**src/rtl/ad9911_pkg.sv**
```systemverilog
// Shared register map, request-mask field indices and sequencer state encoding
// for the AD9911 configuration sequencer.
package ad9911_pkg;

  localparam logic [7:0] ADDR_CSR   = 8'h00;
  localparam logic [7:0] ADDR_CTW0  = 8'h04;
  localparam logic [7:0] ADDR_CPOW0 = 8'h05;
  localparam logic [7:0] ADDR_ACR   = 8'h06;

  localparam logic [1:0] FIELD_CSR   = 2'd0;
  localparam logic [1:0] FIELD_CTW0  = 2'd1;
  localparam logic [1:0] FIELD_CPOW0 = 2'd2;
  localparam logic [1:0] FIELD_ACR   = 2'd3;

  localparam logic [4:0] ACR_ASF_LSB    = 5'd0;
  localparam logic [4:0] ACR_AMP_EN_BIT = 5'd12;

  typedef enum logic [2:0] {
    ST_IDLE,
    ST_SELECT,
    ST_ISSUE,
    ST_WAIT_DONE,
    ST_GAP
  } seq_state_t;

  function automatic logic [31:0] acr_word(input logic [9:0] asf, input logic amp_en);
    logic [31:0] w;
    w = '0;
    w[ACR_ASF_LSB +: 10] = asf;
    w[ACR_AMP_EN_BIT]    = amp_en;
    return w;
  endfunction

endpackage

```
**src/rtl/ad9911_field_mux.sv**
```systemverilog
// Picks the lowest pending field of a profile request and produces its register
// address, right-aligned data word and the mask with that field removed.
module ad9911_field_mux
  import ad9911_pkg::*;
#(
  parameter logic [7:0] CSR_VALUE = 8'h10
) (
  input  logic [3:0]  pend_mask,
  input  logic [31:0] ftw,
  input  logic [13:0] pow,
  input  logic [9:0]  asf,
  input  logic        amp_en,
  output logic [7:0]  sel_addr,
  output logic [31:0] sel_data,
  output logic [3:0]  rest_mask
);

  always_comb begin
    sel_addr  = ADDR_CSR;
    sel_data  = {24'd0, CSR_VALUE};
    rest_mask = pend_mask;
    if (pend_mask[FIELD_CSR]) begin
      rest_mask[FIELD_CSR] = 1'b0;
    end else if (pend_mask[FIELD_CTW0]) begin
      sel_addr              = ADDR_CTW0;
      sel_data              = ftw;
      rest_mask[FIELD_CTW0] = 1'b0;
    end else if (pend_mask[FIELD_CPOW0]) begin
      sel_addr               = ADDR_CPOW0;
      sel_data               = {18'd0, pow};
      rest_mask[FIELD_CPOW0] = 1'b0;
    end else if (pend_mask[FIELD_ACR]) begin
      sel_addr             = ADDR_ACR;
      sel_data             = acr_word(asf, amp_en);
      rest_mask[FIELD_ACR] = 1'b0;
    end
  end

endmodule

```
**src/rtl/ad9911_cfg_sequencer.sv**
```systemverilog
// AD9911 profile-update sequencer: expands one request into ordered single-register
// SPI writes (CSR, CTW0, CPOW0, ACR) with a per-transaction timeout.
module ad9911_cfg_sequencer
  import ad9911_pkg::*;
#(
  parameter logic [7:0] CSR_VALUE      = 8'h10,
  parameter int         GAP_CYCLES     = 2,
  parameter int         TIMEOUT_CYCLES = 1024
) (
  input  logic        CLK,
  input  logic        RESET,
  input  logic        REQ_VALID,
  output logic        REQ_READY,
  input  logic [3:0]  REQ_MASK,
  input  logic [31:0] REQ_FTW,
  input  logic [13:0] REQ_POW,
  input  logic [9:0]  REQ_ASF,
  input  logic        REQ_AMP_EN,
  output logic        SPI_TR,
  output logic [7:0]  SPI_REG_ADDR,
  output logic [31:0] SPI_DATA,
  input  logic        SPI_OVER,
  output logic        BUSY,
  output logic        DONE,
  output logic        ERROR,
  output logic        ERR_STICKY
);

  localparam logic [15:0] TO_LAST  = 16'(TIMEOUT_CYCLES - 1);
  localparam logic [15:0] GAP_LAST = 16'((GAP_CYCLES > 0) ? GAP_CYCLES - 1 : 0);

  seq_state_t  state_q, state_d;
  logic [3:0]  mask_q, mask_d;
  logic [15:0] cnt_q, cnt_d;
  logic [31:0] ftw_q, ftw_d;
  logic [13:0] pow_q, pow_d;
  logic [9:0]  asf_q, asf_d;
  logic        amp_en_q, amp_en_d;
  logic        tr_d, done_d, error_d, sticky_d;
  logic [7:0]  addr_d;
  logic [31:0] data_d;
  logic        timed_out;

  logic [7:0]  mux_addr;
  logic [31:0] mux_data;
  logic [3:0]  mux_rest;

  ad9911_field_mux #(
    .CSR_VALUE (CSR_VALUE)
  ) u_field_mux (
    .pend_mask (mask_q),
    .ftw       (ftw_q),
    .pow       (pow_q),
    .asf       (asf_q),
    .amp_en    (amp_en_q),
    .sel_addr  (mux_addr),
    .sel_data  (mux_data),
    .rest_mask (mux_rest)
  );

  assign REQ_READY = (state_q == ST_IDLE);
  assign BUSY      = (state_q != ST_IDLE);
  assign timed_out = (cnt_q == TO_LAST);

  always_comb begin
    state_d  = state_q;
    mask_d   = mask_q;
    cnt_d    = cnt_q;
    ftw_d    = ftw_q;
    pow_d    = pow_q;
    asf_d    = asf_q;
    amp_en_d = amp_en_q;
    tr_d     = SPI_TR;
    addr_d   = SPI_REG_ADDR;
    data_d   = SPI_DATA;
    done_d   = 1'b0;
    error_d  = 1'b0;
    sticky_d = ERR_STICKY;

    unique case (state_q)
      ST_IDLE: begin
        if (REQ_VALID) begin
          ftw_d    = REQ_FTW;
          pow_d    = REQ_POW;
          asf_d    = REQ_ASF;
          amp_en_d = REQ_AMP_EN;
          mask_d   = REQ_MASK;
          sticky_d = 1'b0;
          state_d  = ST_SELECT;
        end
      end
      ST_SELECT: begin
        if (mask_q == 4'd0) begin
          done_d  = 1'b1;
          state_d = ST_IDLE;
        end else begin
          addr_d  = mux_addr;
          data_d  = mux_data;
          mask_d  = mux_rest;
          tr_d    = 1'b1;
          cnt_d   = '0;
          state_d = ST_ISSUE;
        end
      end
      // Writer acknowledges a transfer by pulling chip select low.
      ST_ISSUE: begin
        if (!SPI_OVER) begin
          tr_d    = 1'b0;
          cnt_d   = '0;
          state_d = ST_WAIT_DONE;
        end else if (timed_out) begin
          tr_d     = 1'b0;
          error_d  = 1'b1;
          sticky_d = 1'b1;
          mask_d   = '0;
          state_d  = ST_IDLE;
        end else begin
          cnt_d = cnt_q + 16'd1;
        end
      end
      ST_WAIT_DONE: begin
        if (SPI_OVER) begin
          cnt_d   = '0;
          state_d = (GAP_CYCLES == 0) ? ST_SELECT : ST_GAP;
        end else if (timed_out) begin
          error_d  = 1'b1;
          sticky_d = 1'b1;
          mask_d   = '0;
          state_d  = ST_IDLE;
        end else begin
          cnt_d = cnt_q + 16'd1;
        end
      end
      ST_GAP: begin
        if (cnt_q == GAP_LAST) begin
          state_d = ST_SELECT;
        end else begin
          cnt_d = cnt_q + 16'd1;
        end
      end
      default: state_d = ST_IDLE;
    endcase
  end

  always_ff @(posedge CLK or posedge RESET) begin
    if (RESET) begin
      state_q      <= ST_IDLE;
      mask_q       <= '0;
      cnt_q        <= '0;
      ftw_q        <= '0;
      pow_q        <= '0;
      asf_q        <= '0;
      amp_en_q     <= 1'b0;
      SPI_TR       <= 1'b0;
      SPI_REG_ADDR <= '0;
      SPI_DATA     <= '0;
      DONE         <= 1'b0;
      ERROR        <= 1'b0;
      ERR_STICKY   <= 1'b0;
    end else begin
      state_q      <= state_d;
      mask_q       <= mask_d;
      cnt_q        <= cnt_d;
      ftw_q        <= ftw_d;
      pow_q        <= pow_d;
      asf_q        <= asf_d;
      amp_en_q     <= amp_en_d;
      SPI_TR       <= tr_d;
      SPI_REG_ADDR <= addr_d;
      SPI_DATA     <= data_d;
      DONE         <= done_d;
      ERROR        <= error_d;
      ERR_STICKY   <= sticky_d;
    end
  end

endmodule

```
**config.mk**
```make
export PLATFORM = sky130hd
export DESIGN_NAME = ad9911_cfg_sequencer
export DESIGN_NICKNAME = d
export VERILOG_FILES = /design/src/rtl/ad9911_pkg.sv /design/src/rtl/ad9911_field_mux.sv /design/src/rtl/ad9911_cfg_sequencer.sv
export SDC_FILE = /design/constraint.sdc
export NUM_CORES = 1
export LEC_CHECK = 0
export CAP_MARGIN = 0
export CORE_MARGIN = 4
export CORE_UTILIZATION = 47
export DETAILED_ROUTE_END_ITERATION = 12
export HOLD_SLACK_MARGIN = 0.06
export PLACE_DENSITY = 0.76
export SETUP_SLACK_MARGIN = 0.02
export SYNTH_ARGS = -nofsm -noshare
export SYNTH_HDL_FRONTEND = slang
export SYNTH_HIERARCHICAL = 1
export SYNTH_SLANG_ARGS = --single-unit
export TNS_END_PERCENT = 30
```
**constraint.sdc**
```tcl
create_clock -name CLK -period 3.55 [get_ports CLK]
set_input_delay 0.355 -clock CLK [delete_from_list [all_inputs] [get_ports CLK]]
set_output_delay 0.355 -clock CLK [all_outputs]
set_load 0.02 [all_outputs]
```
; After elaboration in Yosys (flattened, before gate mapping)
; Cells that the tools add are included.
[classes]
add_sub_neg = 1
eq_ne = 16
n_mux = 45
n_bitwise = 1
n_reduce_logical = 17
[ops]
columns = operator, n
row1 = 32-bit two-way mux, 3
row2 = 16-bit two-way mux, 5
row3 = 16-bit one-hot mux with 4 select lines, 1
row4 = 8-bit two-way mux, 3
row5 = 3-bit two-way mux, 7
row6 = 4-bit two-way mux, 5
row7 = "2-bit inequality test, second input constant", 9
row8 = "16-bit by 1-bit adder with 16-bit output, second input constant", 1
row9 = "16-bit by 1-bit equality test with 1-bit output, second input constant", 1
row10 = "16-bit by 10-bit equality test with 1-bit output, second input constant", 1
row11 = 4-bit one-hot mux with 4 select lines, 1
row12 = 3-bit one-hot mux with 5 select lines, 1
row13 = 1-bit two-way mux, 13
row14 = 13-bit two-way mux, 1
row15 = 8-bit AND reduction, 1
row16 = 4-bit nonzero test, 2
row17 = 7-bit AND reduction, 1
row18 = "3-bit by 2-bit equality test with 1-bit output, second input constant", 2
row19 = 2-bit AND reduction, 3
row20 = 3-bit AND reduction, 2
row21 = 6-bit AND reduction, 1
row22 = 3-bit nonzero test, 2
row23 = 5-bit AND reduction, 1
row24 = 4-bit zero test, 1
row25 = other kinds (10), 12
[totals]
register_bits = 124
input_bits = 65
word_cells = 96

; Longest topological paths before layout
; Gate-level depths: netlist of run 1.
[logic_depth]
depth_word = 5
ltp_mapped = 8
mapped_depth_nobuf = 7

; Hierarchy
; Netlist of run 1, hierarchy kept.
[modules_own_cells]
columns = module, instances, cells_per_inst, area_per_inst_um2
row1 = ad9911_cfg_sequencer, 1, 387, 5295.1
row2 = ad9911_field_mux, 1, 67, 509.2

; Worst setup path before layout of run 1
; No wires, ideal clock.
[synth_timing]
kind = register to register
from = register state_q[2]
to = register pow_q[0]
setup_ns = 0.125
arrival_ns = 1.944
required_time_ns = 3.425
slack_ns = 1.481
path_stages_with_launch = 8
period_less_slack_ns = 2.069
cell_sequence = dfrtp_1 or3_1 inv_1 and2_1 buf_2 buf_4 buf_6 mux2_2
[synth_via]
elab_chain_cells = 2
[synth_rtl]
columns = item, line
row1 = start: declaration, ad9911_cfg_sequencer.sv:32  ; seq_state_t state_q, state_d;
row2 = start signal: assignment, ad9911_cfg_sequencer.sv:161  ; state_q <= state_d;
row3 = 3-bit zero test, --
row4 = via REQ_READY, ad9911_cfg_sequencer.sv:13  ; output logic REQ_READY,
row5 = 2-bit AND reduction (no line), --
row6 = end signal: assignment, ad9911_cfg_sequencer.sv:165  ; pow_q <= pow_d;
row7 = end: declaration, ad9911_cfg_sequencer.sv:36  ; logic [13:0] pow_q, pow_d;
; The timed path passes the listed nets, and every way through them passes these cells.
; A chain may end at the register's enable or synchronous reset.

; Worst setup path after layout of run 1
[layout_timing]
from = register state_q[1]
to = register SPI_DATA[10]
[layout_via]
elab_chain_cells = 2
[layout_rtl]
columns = item, line
row1 = 3-bit by 1-bit equality test with 1-bit output, ad9911_cfg_sequencer.sv:80  ; unique case (state_q)
row2 = 2-bit AND reduction (no line), --
row3 = end signal: assignment, ad9911_cfg_sequencer.sv:170  ; SPI_DATA <= data_d;
row4 = end: declaration, ad9911_cfg_sequencer.sv:21  ; output logic [31:0] SPI_DATA,
; Every way passes these cells.

==> results.txt, run 1 <==
status: completed
# rows: 40
DIE AREA: 14190 um^2
TritonCTS clock tree: done
Die Width: 119.1 um
initial core utilization: 48.12%
DRC Markers: 0
GP Congestion: 0.8758
number of synthesized flops with an enable pin: 0
Crit Path Max Fanout: 22
worst path bufs/invs: 1
initial antenna violation count: 0
fraction of layout cells with a size suffix above 1: 27.23%
power per cell area: 900.0 nW/um^2
Seq. cell area: 3103 um^2
vias in the first global route: 4300
Clock Tree Root: clkbuf_16
post-CTS setup buffer count: 0
setup TNS: 0 ps
GRT overflow: 0
Seq pwr share: 35.5%
crit-path leading delay family: simple AND/OR/NAND/NOR gates
via count: 4053
Detail Route Antenna Nets: 0
Final HPWL DP: 8773 um
DRT Wirelength: 13330 um
Resized cells post-CTS: 0
Max Transition Viols Final: 0
CTS Sinks: 124
Syn Inst Count: 454
slowest cell on the critical path: and2_2
Leak Pwr: 3.262 nW
Comb power frac: 37.0%
Max Cap Viol: 0
n_diodes: 0
Synth cell types: 66
1st-pass router iterations: 4
ranking of synthesized cells by area: dfrtp_1, mux2_2, and2_1, a221o_1, buf_6
VDD IR max: 0.4110 mV
Synth-to-Final Area Change: 30.87%
Yosys Warn Count: 6
Yosys top cell area share: 53.46%
startpoint types: register
WL per Instance: 17.99 um
R2R Setup Slk: 1070 ps
NumNets Final: 627
largest stage delay on the critical path: 620 ps
Hold Fails Final Rpt: 0
TritonCTS Buffers: 17
predominant post-synthesis flop cell: dfrtp_1
CP Capture Type: register
CP Cell Sequence: nand2b_1 > nor2_1 > and2_2 > buf_12 > mux2_2
r2r endpoint: SPI_DATA[10]$_DFFE_PP0P_
CP Data Required Time: 3850 ps
CP Class: register to register
vias per cell: 5.470
clk_lat worst skew: 420 ps
minimum clock period: 2476 ps
Buffers on Ports: 110
core area: 12060 um^2
Stages on worst setup path: 5
# IOs: 111
clock share of power: 27.5%
RSZ-0062 raised after global routing: no
Slew HR: 34.95%
total power: 6.836 mW
maximum clock insertion buffer count: 2
fmax: 0.4039 GHz
# H-tree levels: 4
Iter 0 DRT Violations: 411
die span in y: 119.1 um
clock transition at the registers of the reported paths: 60 ps
period utilization: 69.74%
sequential fraction of the synthesis area: 53.46%
switching share of power: 33.26%
Multi-input gate area: 2449 um^2
most common cell after layout, fill and taps aside: dfrtp_1
first-pass GRT wire length: 22110 um
Pint: 4.563 mW
ys async rst share: 100.0%
Worst-Margin Slew: 975.7 ps
fill count: 894
Hold Buf Count CTS: 0
GRT Overall Usage: 19.71%
Reg2Reg Launch Point: state_q[1]$_DFFE_PP0P_
Syn Area/Cell: 12.78 um^2
switching power total: 2.273 mW
largest net degree at the start of global routing: 80
HP Class: primary input to async pin
final setup fails: 0
critical path arrival: 2780 ps
Seq cells post-synth: 124
Worst R2R Path Depth: 5
Clock Skew: 15.68 ps
cell taking the most area after synthesis: dfrtp_1
synthesized area: 5804 um^2
most frequent cells in the layout: dfrtp_1, clkdlybuf4s50_1, mux2_2
[worst max-delay path by stage]
| stage | from | end | slack [ps] |
|---|---|---|---|
| 6_report | state_q[1]$_DFFE_PP0P_ | SPI_DATA[10]$_DFFE_PP0P_ | 1070 |
| 5_1_grt | state_q[1]$_DFFE_PP0P_ | SPI_DATA[12]$_DFFE_PP0P_ | 940 |
| 4_1_cts | state_q[1]$_DFFE_PP0P_ | SPI_DATA[16]$_DFFE_PP0P_ | 1060 |
| 3_5_place_dp | state_q[1]$_DFFE_PP0P_ | SPI_DATA[16]$_DFFE_PP0P_ | 1080 |
| 3_3_place_gp | state_q[1]$_DFFE_PP0P_ | SPI_DATA[10]$_DFFE_PP0P_ | 1200 |
| 2_1_floorplan | state_q[2]$_DFFE_PP0P_ | pow_q[0]$_DFFE_PP0P_ | 1480 |
[per-stage QoR]
| stage | worst slack [ps] | cells | util, % | instance area (um^2) | hold WS, ps |
|---|---|---|---|---|---|
| 6_report | 1074 | 741 | 62.98 | 7596 | 476.5 |
| 5_1_grt | 935.5 | 741 | 62.98 | 7596 | 512.3 |
| 4_1_cts | 1058 | 741 | 62.98 | 7596 | 489.0 |
| 3_5_place_dp | 1080 | 709 | 57.62 | 6950 | 482.7 |
| 3_3_place_gp | 1199 | 709 | 57.62 | 6950 | 468.9 |
| 2_1_floorplan | 1481 | 459 | - | 5827 | 471.5 |
[per-layer routing]
metal	GRT usage [%]	up-vias	wire length (um)
met5	0	-	0
met1	25.57	2046	5719
met4	6.300	0	176
li1	-	1867	-
met2	31.93	123	6718
met3	5.698	17	717
[cells in the mapped netlist (all sizes together), types with 6 or more instances]
cell / number
dfrtp: 124
mux2: 97
buf: 27
and2: 22
nor2: 20
a21oi: 15
nand2: 14
nand3: 11
a221o: 10
and3b: 10
o21ai: 9
clkbuf: 8
nand4: 7
a31oi: 6
nor3: 6
[tightest hold or removal path: stages]
cell and delay [ps]:
clkdlybuf4s50_1 440, clkinvlp_4 90, buf_4 460
[state kept, by name, indices dropped and copies added (netlist names), 3 cells and up]
register / flops
SPI_DATA: 32
SPI_REG_ADDR: 8
asf_q: 10
cnt_q: 16
ftw_q: 32
mask_q: 4
pow_q: 14
state_q: 3
[kinds of logic after synthesis]
family	count (synthesis)	share of synthesized area (%)
muxes	98	18.99
buffers and inverters	40	4.721
adders and majority gates	3	0.6035
and+or+nand+nor	116	12.68
AOI/OAI and AO/OA	71	9.205
other	1	0.06461
DFF	124	53.46
xor gates and xnor gates	1	0.2803
[power groups by stage]
stage               Sequential [mW]  Combinational, mW  Clock, mW
detailed placement             2.44               2.53          0
CTS                            2.43               2.56       1.91
finish                         2.43               2.53       1.88
global placement               2.41               2.44          0
global route                   2.51               2.73       1.99
floorplan                      2.50               1.67          0
[cell type report]
| type | count | share of cell area (%) |
|---|---|---|
| timing repair buffer | 117 | 15.35 |
| tap | 168 | 2.767 |
| clock buffer | 18 | 5.782 |
| multi-input combinational | 295 | 32.24 |
| sequential | 124 | 40.85 |
| clock inverter | 14 | 2.718 |
| inverter | 5 | 0.2965 |
Note: power is estimated with default switching activity, not from simulation.
==> run 2, diff against run 1 <==
Settings changed: CORE_UTILIZATION 47 to 52, PLACE_DENSITY 0.76 to 0.8.
Clock period 3.55 ns to 2.3 ns, I/O delays scaled along.
==> results.txt, run 2 (synthesis results as in run 1) <==
status: completed
WL per Instance: 17.99 um
# IOs: 111
final instance area: 7527 um^2
GRT Overall Usage: 21.15%
placed cell area: 6993 um^2
worst setup margin: 179.8 ps
Final HPWL DP: 8705 um
NumNets Final: 634
clk_lat worst skew: 510 ps
Clock Skew: 7.972 ps
power per cell area: 1349 nW/um^2
largest stage delay on the critical path: 570 ps
slowest cell on the critical path: clkdlybuf4s50_1
CP Capture Type: output pin
setup TNS: 0 ps
via count: 4050
r2r endpoint: cnt_q[9]$_DFFE_PP0P_
vias per cell: 5.633
layer with the highest usage: met2
minimum clock period: 2120 ps
Hold Slack: 245.0 ps
largest net degree at the start of global routing: 125
Iter 0 DRT Violations: 269
Detail Route Antenna Nets: 0
initial antenna violation count: 0
Worst-Margin Slew: 1129 ps
Worst R2R Path Depth: 5
Die Width: 113.7 um
# H-tree levels: 4
HP Class: primary input to async pin
GRT overflow: 0
DRC Markers: 0
clock transition at the registers of the reported paths: 60 ps
CP Cell Sequence: or3_1 > clkdlybuf4s50_1
fin util: 69.13%
CP Data Required Time: 2070 ps
CTS Sinks: 124
Clock Tree Root: clkbuf_8
maximum clock insertion buffer count: 2
most common cell after layout, fill and taps aside: dfrtp_1
vias in the first global route: 4279
VDD IR max: 1.019 mV
Leak Pwr: 3.255 nW
GP Congestion: 0.8710
Crit Path Max Fanout: 2
Max Cap Viol: 0
die span in y: 113.7 um
GRT met2 Usage: 35.69%
R2R Setup Slk: 220 ps
DRT Wirelength: 12940 um
critical path arrival: 1890 ps
core area: 10890 um^2
period utilization: 92.18%
crit-path leading delay family: buffers and inverters
pre-CTS setup slack: 223.9 ps
top flop regs: SPI_DATA: 32 flops, ftw_q: 32 flops, cnt_q: 16 flops
TritonCTS clock tree: done
fmax: 0.4717 GHz
1st-pass router iterations: 5
GRT met1 Usage: 26.41%
Max Transition Viols Final: 0
Reg2Reg Launch Point: cnt_q[12]$_DFFE_PP0P_
startpoint types: register
Buffers on Ports: 110
initial core utilization: 53.31%
fill count: 790
first-pass GRT wire length: 21470 um
# rows: 38
CP Class: register to output pin
Final Instance Count excl. Fillers: 719
post-CTS setup buffer count: 0
fraction of layout cells with a size suffix above 1: 27.29%
final setup fails: 0
n_diodes: 0
most frequent cells in the layout: dfrtp_1, clkdlybuf4s50_1, mux2_2
DIE AREA: 12920 um^2
total power: 10.16 mW
Slew HR: 24.42%
Synth-to-Final Area Change: 29.68%
RSZ-0062 raised after global routing: no
GR Util met3: 5.305%
Hold Fails Final Rpt: 0
TritonCTS Buffers: 17
worst path bufs/invs: 1
Placed Cells: 688
-- run 2: worst max-delay path by stage --
stage                      startpoint  slack, ps                    end  cells after the start
2_1_floorplan  state_q[2]$_DFFE_PP0P_        230   pow_q[0]$_DFFE_PP0P_                      7
3_3_place_gp                 SPI_OVER        310  mask_q[3]$_DFFE_PP0P_                      6
3_5_place_dp                 SPI_OVER        220   cnt_q[6]$_DFFE_PP0P_                      6
4_1_cts        state_q[2]$_DFFE_PP0P_        160                   BUSY                      2
5_1_grt         cnt_q[12]$_DFFE_PP0P_         80   cnt_q[9]$_DFFE_PP0P_                      5
6_report       state_q[2]$_DFFE_PP0P_        180                   BUSY                      2
-- run 2: area by class of cell --
class	count	area (um^2)	share of cell area (%)
clock inverters	7	65.06	0.8644
repair buffers	124	1242	16.51
clock buffers	24	470.5	6.250
multi-input cells	295	2449	32.53
inverters	5	22.52	0.2992
well taps	140	175.2	2.327
flip-flops and latches	124	3103	41.22
-- run 2: per-layer routing --
metal / share of wire [%] / wire length, um
met2: 51 / 6622
met4: 1.7 / 219
met5: 0 / 0
met1: 42 / 5416
met3: 5.2 / 676
-- run 2: where the power goes --
group | total [mW] | internal (mW) | switching (mW) | leakage [nW]
logic | 4.20 | 2.19 | 2.01 | 1.44
clock network | 2.39 | 1.50 | 0.888 | 0.261
registers | 3.56 | 3.09 | 0.474 | 1.56
-- run 2: repair_timing --
item | 4_1_cts | 5_1_grt
hold buffers | 0 | 0
setup endpoints to repair | 1 | 0
gates resized for setup | 1 | 0
-- run 2: tightest hold or removal path: stages --
cell,delay (ps)
clkdlybuf4s50_1,440
clkinvlp_4,90
buf_12,460
